**src/rtl/bit_serial_adder_pkg.sv**
```systemverilog
// Shared types and helpers for the bit-serial adder.
package bit_serial_adder_pkg;

    typedef enum logic [1:0] {
        StIdle = 2'd0,
        StRun  = 2'd1,
        StDone = 2'd2
    } state_e;

    // Bit counter width: clog2(width), never narrower than one bit.
    function automatic int unsigned cnt_width(input int unsigned width);
        return (width <= 1) ? 1 : $clog2(width);
    endfunction

endpackage

```
**src/rtl/full_adder_bit.sv**
```systemverilog
// One-bit full adder built from two half-adder stages and an OR of their carries.
module full_adder_bit
    import bit_serial_adder_pkg::*;
(
    input  logic a_i,
    input  logic b_i,
    input  logic c_i,
    output logic s_o,
    output logic c_o
);

    logic p;
    logic g_ab;
    logic g_pc;

    assign p    = a_i ^ b_i;
    assign g_ab = a_i & b_i;
    assign s_o  = p ^ c_i;
    assign g_pc = p & c_i;
    assign c_o  = g_ab | g_pc;

endmodule

```
**src/rtl/bit_serial_adder.sv**
```systemverilog
// Bit-serial adder: one full-adder cell plus a registered carry, operands consumed LSB first.
// Subtraction (a - b) is built only when BIT_SERIAL_ADDER_SUB_EN is defined.
module bit_serial_adder
    import bit_serial_adder_pkg::*;
#(
    parameter int unsigned WIDTH = 8
) (
    input  logic             clk,
    input  logic             rst_n,
    input  logic             in_valid,
    output logic             in_ready,
    input  logic [WIDTH-1:0] a,
    input  logic [WIDTH-1:0] b,
    input  logic             sub,
    output logic             out_valid,
    input  logic             out_ready,
    output logic [WIDTH-1:0] sum,
    output logic             carry_out,
    output logic             overflow
);

    localparam int unsigned     CntW    = cnt_width(WIDTH);
    localparam logic [CntW-1:0] LastCnt = CntW'(WIDTH - 1);
    localparam logic [CntW-1:0] PenCnt  = CntW'((WIDTH > 1) ? WIDTH - 2 : 0);

    state_e           state_q, state_d;
    logic [CntW-1:0]  cnt_q, cnt_d;
    logic [WIDTH-1:0] a_q, a_d;
    logic [WIDTH-1:0] b_q, b_d;
    logic [WIDTH-1:0] res_q, res_d;
    logic [WIDTH-1:0] sum_q, sum_d;
    logic             c_q, c_d;
    logic             cmsb_q, cmsb_d;
    logic             cout_q, cout_d;
    logic             ovf_q, ovf_d;

    logic [WIDTH-1:0] b_eff;
    logic             c_init;

`ifdef BIT_SERIAL_ADDER_SUB_EN
    assign b_eff  = sub ? ~b : b;
    assign c_init = sub;
`else
    logic unused_sub;
    assign unused_sub = sub;
    assign b_eff      = b;
    assign c_init     = 1'b0;
`endif

    logic fa_s;
    logic fa_c;

    // Operands are shifted right each RUN cycle, so bit 0 is always the current bit.
    full_adder_bit u_fa (
        .a_i (a_q[0]),
        .b_i (b_q[0]),
        .c_i (c_q),
        .s_o (fa_s),
        .c_o (fa_c)
    );

    always_comb begin
        state_d = state_q;
        cnt_d   = cnt_q;
        a_d     = a_q;
        b_d     = b_q;
        res_d   = res_q;
        sum_d   = sum_q;
        c_d     = c_q;
        cmsb_d  = cmsb_q;
        cout_d  = cout_q;
        ovf_d   = ovf_q;

        unique case (state_q)
            StIdle: begin
                if (in_valid) begin
                    a_d     = a;
                    b_d     = b_eff;
                    c_d     = c_init;
                    cmsb_d  = c_init;
                    cnt_d   = '0;
                    state_d = StRun;
                end
            end
            StRun: begin
                a_d               = a_q >> 1;
                b_d               = b_q >> 1;
                res_d             = res_q >> 1;
                res_d[WIDTH-1]    = fa_s;
                c_d               = fa_c;
                if (WIDTH > 1 && cnt_q == PenCnt) begin
                    cmsb_d = fa_c;
                end
                if (cnt_q == LastCnt) begin
                    // Publish results only on entry to DONE so outputs hold between operations.
                    sum_d   = res_d;
                    cout_d  = fa_c;
                    ovf_d   = cmsb_q ^ fa_c;
                    state_d = StDone;
                end else begin
                    cnt_d = cnt_q + CntW'(1);
                end
            end
            StDone: begin
                if (out_ready) begin
                    state_d = StIdle;
                end
            end
            default: state_d = StIdle;
        endcase
    end

    always_ff @(posedge clk) begin
        if (!rst_n) begin
            state_q <= StIdle;
            cnt_q   <= '0;
            a_q     <= '0;
            b_q     <= '0;
            res_q   <= '0;
            sum_q   <= '0;
            c_q     <= 1'b0;
            cmsb_q  <= 1'b0;
            cout_q  <= 1'b0;
            ovf_q   <= 1'b0;
        end else begin
            state_q <= state_d;
            cnt_q   <= cnt_d;
            a_q     <= a_d;
            b_q     <= b_d;
            res_q   <= res_d;
            sum_q   <= sum_d;
            c_q     <= c_d;
            cmsb_q  <= cmsb_d;
            cout_q  <= cout_d;
            ovf_q   <= ovf_d;
        end
    end

    assign in_ready  = (state_q == StIdle);
    assign out_valid = (state_q == StDone);
    assign sum       = sum_q;
    assign carry_out = cout_q;
    assign overflow  = ovf_q;

endmodule

```
**config.mk**
```make
export PLATFORM = sky130hd
export DESIGN_NAME = bit_serial_adder
export DESIGN_NICKNAME = d
export VERILOG_FILES = /design/src/rtl/bit_serial_adder_pkg.sv /design/src/rtl/full_adder_bit.sv /design/src/rtl/bit_serial_adder.sv
export SDC_FILE = /design/constraint.sdc
export NUM_CORES = 1
export LEC_CHECK = 0
export BUFFER_PORTS_ARGS = -buffer_cell sky130_fd_sc_hd__buf_4
export CORE_ASPECT_RATIO = 0.5
export CORE_UTILIZATION = 53
export DETAILED_ROUTE_END_ITERATION = 10
export GPL_ROUTABILITY_DRIVEN = 0
export GPL_TIMING_DRIVEN = 0
export HOLD_SLACK_MARGIN = 0.06
export PLACE_DENSITY = 0.79
export SLEW_MARGIN = 40
export SYNTH_ARGS = -nofsm -noshare
export SYNTH_HDL_FRONTEND = slang
export SYNTH_HIERARCHICAL = 1
export SYNTH_SLANG_ARGS = --single-unit
```
**constraint.sdc**
```tcl
create_clock -name clk -period 1.8 [get_ports clk]
set_input_delay 0.45 -clock clk [delete_from_list [all_inputs] [get_ports clk]]
set_output_delay 0.45 -clock clk [all_outputs]
set_load 0.03 [all_outputs]
```
# Yosys cells after proc, flatten, opt, wreduce, memory -nomap -nowiden
# Cells that the tools add are included.
[word_totals]
register_bits = 41
input_bits = 21
out_inout_bits = 12
word_cells = 48
[classes]
n_addsub = 1
eq_ne = 9
mux = 15
n_bitwise = 6
n_reduce_logical = 7
[ops]
columns = ["cell", "count"]
rows = [
  ["$pmux 8 s2", 2],
  ["$mux 8", 2],
  ["$reduce_and 3->1", 3],
  ["$ne 2x2->1 const B", 4],
  ["$eq 3x3->1 const B", 2],
  ["$mux 2", 3],
  ["$mux 3", 2],
  ["$pmux 2 s3", 1],
  ["$pmux 3 s2", 1],
  ["$pmux 1 s2", 2],
  ["$reduce_and 2->1", 2],
  ["$add 3x1->3 const B", 1],
  ["$xor 1x1->1", 3],
  ["$and 1x1->1", 2],
  ["$eq 2x1->1 const B", 1],
  ["$eq 2x2->1 const B", 1],
  ["$logic_not 2->1", 1],
  ["$mux 1", 2],
  ["$ne 2x1->1 const B", 1],
  ["$reduce_bool 2->1", 1],
  ["$or 1x1->1", 1],
]

# Depth between registers and ports, before layout
[depth]
ltp_word = 5
mapped_depth = 6
ltp_nobuf = 5

# Cells and area by module
# The synthesis kept the hierarchy.
[modules_own_cells]
columns = ["module", "instances", "cells_each", "area_per_inst_um2"]
rows = [
  ["bit_serial_adder", 1, 194, 1671.6],
  ["full_adder_bit", 1, 1, 20.0],
]

# Least setup slack after synthesis
# No wires, ideal clock.
[synth_timing]
path_kind = "reg2out"
start = "reg state_q[1]"
end = "out out_valid"
arrival_time_ps = 977
t_required_ps = 1350
setup_slack_ps = 373
path_stages_with_launch = 2
n_path_buf = 0
cell_sequence = "dfxtp_1 > nor2b_1"
[synth_between]
elab_chain_cells = 1
[synth_rtl]
columns = ["element", "line", "text"]
rows = [
  ["from (decl)", "bit_serial_adder.sv:26", "state_e state_q, state_d;"],
  ["from (signal assigned)", "bit_serial_adder.sv:115", "state_q <= StIdle;"],
  ["from (signal assigned)", "bit_serial_adder.sv:126", "state_q <= state_d;"],
  ["$eq 2x2->1", "bit_serial_adder.sv:140", "assign out_valid = (state_q == StDone);"],
  ["to (decl)", "bit_serial_adder.sv:15", "output logic out_valid,"],
]
# No other way between the ends.

# Worst setup path in the final report
# Ends and elaborated chain as after synthesis.

==> impl_metrics.env <==
export IMPL_run_status="finished, final reports clean"
export IMPL_wire_length_of_the_first_global_routing_pass_um=5947
export IMPL_synth_top_cell_area_share_pct=47.34
export IMPL_grt_setup_unrepaired="no"
export IMPL_floorplan_die_height_um=41.95
export IMPL_fp_dieArea_mm2=0.003436
export IMPL_worstPathRequired_ns=1.35
export IMPL_arrival_time_worst_endpoint_ns=1.20
export IMPL_post_synth_xor_xnor_area_pct=0.5178
export IMPL_report_final_hold_viol_count=0
export IMPL_hold_class="input pin to flop"
export IMPL_n_fill_cell=255
export IMPL_yosys_top_cells_area="dfxtp_1 47%, nand2_1 11%, a21oi_1 8.0%"
export IMPL_crit_fanout=10
export IMPL_synth_compound_area_share_pct=25.30
export IMPL_detail_route_antenna_nets=0
export IMPL_first_pass_iters=4
export IMPL_clk_transition_reported_paths_ns=0.07
export IMPL_synth_largest_area_cell="dfxtp_1"
export IMPL_mux_share_of_post_synthesis_cell_area_pct=0
export IMPL_post_route_period_util_pct=91.91
export IMPL_floorplan_initialDensity_pct=56.15
export IMPL_grt_max_degree=12
export IMPL_ratio_of_cells_with_drive_above_1_in_the_final_layout_pct=23.08
export IMPL_power_density_normalized_to_cell_area_mw_per_mm2=858.2
export IMPL_post_synth_fa_ha_maj_area_fraction_pct=3.402
export IMPL_tritoncts="done"
export IMPL_power_leakage_uw=0.0008529
export IMPL_antenna_found_initial=0
export IMPL_floorplan_rows=14
export IMPL_synth_fp_nets=220
export IMPL_htreeDepth=2
export IMPL_yosysWarnings=6
export IMPL_drcViolationCount=0
export IMPL_grt_overflow=0
export IMPL_number_of_global_route_vias_before_repair=1324
export IMPL_critPathTopFamily="flip-flops"
export IMPL_drv_cap=0
export IMPL_cts_repair_resize_count=0
export IMPL_setup_violations=0
export IMPL_cts_made_buffers=5
export IMPL_cells_along_the_critical_path="nor2b_1 > buf_4"
export IMPL_syn_avg_cell_area_um2=8.675
export IMPL_synth_enable_flop_cells=0
export IMPL_stdcell_count=274
export IMPL_cts_sink_count=40
export IMPL_worst_slew_margin_rel_pct=73.15
export IMPL_post_place_cells=266
export IMPL_post_cts_setup_inserts=0
export IMPL_port_buffers=31
export IMPL_synth_top_family_by_area="compound AO/OA/AOI/OAI gates"
export IMPL_ctsLongestPathBuffers=2
export IMPL_maxSlewViolCount=0
export IMPL_setup_tns_final_ns=0
export IMPL_ys_ff_latch=40
export IMPL_critPathCaptureType="output port"
export IMPL_place_hpwl_um=2475
export IMPL_ys_flop_type="dfxtp_1"
export IMPL_chipWidth_um=81.90
export IMPL_grt_use_total_pct=23.83
export IMPL_critPathKind="flop to output port"
export IMPL_power_total_uw=1772
export IMPL_postCtsHoldBufs=0
export IMPL_antenna_cells=0
export IMPL_yosysMostFrequentCell="nand2_1"
export IMPL_synth_cell_area_mm2=0.001692
export IMPL_crit_path_max_incr_delay_ns=0.53
export IMPL_placeableCoreArea_mm2=0.003013
export IMPL_ys_async_sr_fraction_pct=0
export IMPL_period_minus_slack_ns=1.654
export IMPL_worst_slew_pin_slew_ns=0.4027
export IMPL_max_clk_rate_ghz=0.6045
export IMPL_critical_path_n_buffers_inverters=1
export IMPL_nets=258
export IMPL_area_growth_pct=22.04
export IMPL_top_level_port_count=33
export IMPL_routed_via_count=1456
export IMPL_syn_instance_count=195
export IMPL_clock_insertion_delay_worst_skew_ns=0.29
export IMPL_timing_critical_path_from_type="flop"
export IMPL_synth_top_cells_by_count="50 x nand2_1, 40 x dfxtp_1, 27 x a21oi_1, 14 x o21ai_0, 10 x a21boi_0"
export IMPL_initialDrtViolationCount=35
export IMPL_crit_slowest_cell="dfxtp_1"
export IMPL_peakVddDrop_mv=0.5202
export IMPL_number_of_library_cell_types_mapped_by_synthesis=33
export IMPL_totalWireLength_um=3573
export IMPL_clk_root_buffer_cell="clkbuf_8"
export IMPL_whs_ns=0.3997
export IMPL_finClkSkew_ns=0.003231
export IMPL_post_synthesis_simple_gate_area_fraction_pct=18.79
export IMPL_avgViaCountPerCell=5.314
export IMPL_routed_wirelength_normalized_by_instance_count_um=13.04
export IMPL_synth_yosys_seq_area_share_pct=47.34
-- path summary, 6_finish.rpt --
check,from,cells after the start,slack (ns),endpoint
max reg2reg,cnt_q[1],6,0.23,sum[6]
min reg2reg,sum[4],2,0.46,sum[4]
max,state_q[1],2,0.15,out_valid
min,a[2],3,0.40,a_q[2]
-- sequential cells by signal, summed over array words and instances (netlist names) --
name / count
state_q: 2
res_q: 7
c_q: 1
sum: 8
overflow: 1
carry_out: 1
cmsb_q: 1
cnt_q: 3
b_q: 8
a_q: 8
-- kinds of logic after synthesis --
logic type,Yosys count
compound gates,69
simple gates,67
flops,40
buf+inv,14
fa+ha+maj,4
xor+xnor,1
-- layout make-up --
type	instances	area, µm²	share of cell area [%]
Multi-Input combinational cell	141	812.0	39.33
Sequential cell	40	800.8	38.79
Timing Repair Buffer	31	232.7	11.27
Clock buffer	8	90.09	4.364
Buffer	12	71.32	3.455
Tap cell	40	50.05	2.424
Inverter	2	7.507	0.3636
-- stage by stage --
step | util (%) | setup slack, ns | instance area, µm²
after floorplan | - | 0.3733 | 1692
after global placement | 65.53 | 0.3657 | 1974
after detailed placement | 65.53 | 0.2421 | 1974
after CTS | 68.52 | 0.1381 | 2064
after global routing | 68.52 | 0.04725 | 2064
final | 68.52 | 0.1457 | 2064
-- power breakdown --
part	total (µW)	switching [µW]	internal (µW)
clock	613	300	313
combinational	214	117	97.1
sequential	945	21.5	924
total	1770	438	1330
-- layout by cell type (no fill, tap or decap), drive strengths merged, types with 2 or more instances in the layout --
| cell | count |
|---|---|
| dfxtp | 40 |
| a31o | 4 |
| o21ai | 14 |
| nor2b | 7 |
| a22oi | 3 |
| clkbuf | 13 |
| buf | 38 |
| a21boi | 16 |
| inv | 2 |
| nand2 | 50 |
| nor3 | 2 |
| a21oi | 27 |
| ha | 3 |
-- layer usage --
layer | track usage, % | share of wire, %
met5 | 0 | 0
met4 | 8.421 | 1.5
met3 | 7.253 | 4.9
met2 | 36.69 | 45
met1 | 31.62 | 48
-- worst register-to-register path: stages, from the launching register on --
cell and delay, ns:
dfxtp_1 0.36, ha_1 0.17, ha_1 0.24, and3b_1 0.24, buf_4 0.19, nand2_1 0.08, a21boi_0 0.20
No activity file was read; power rests on OpenSTA's default activity.
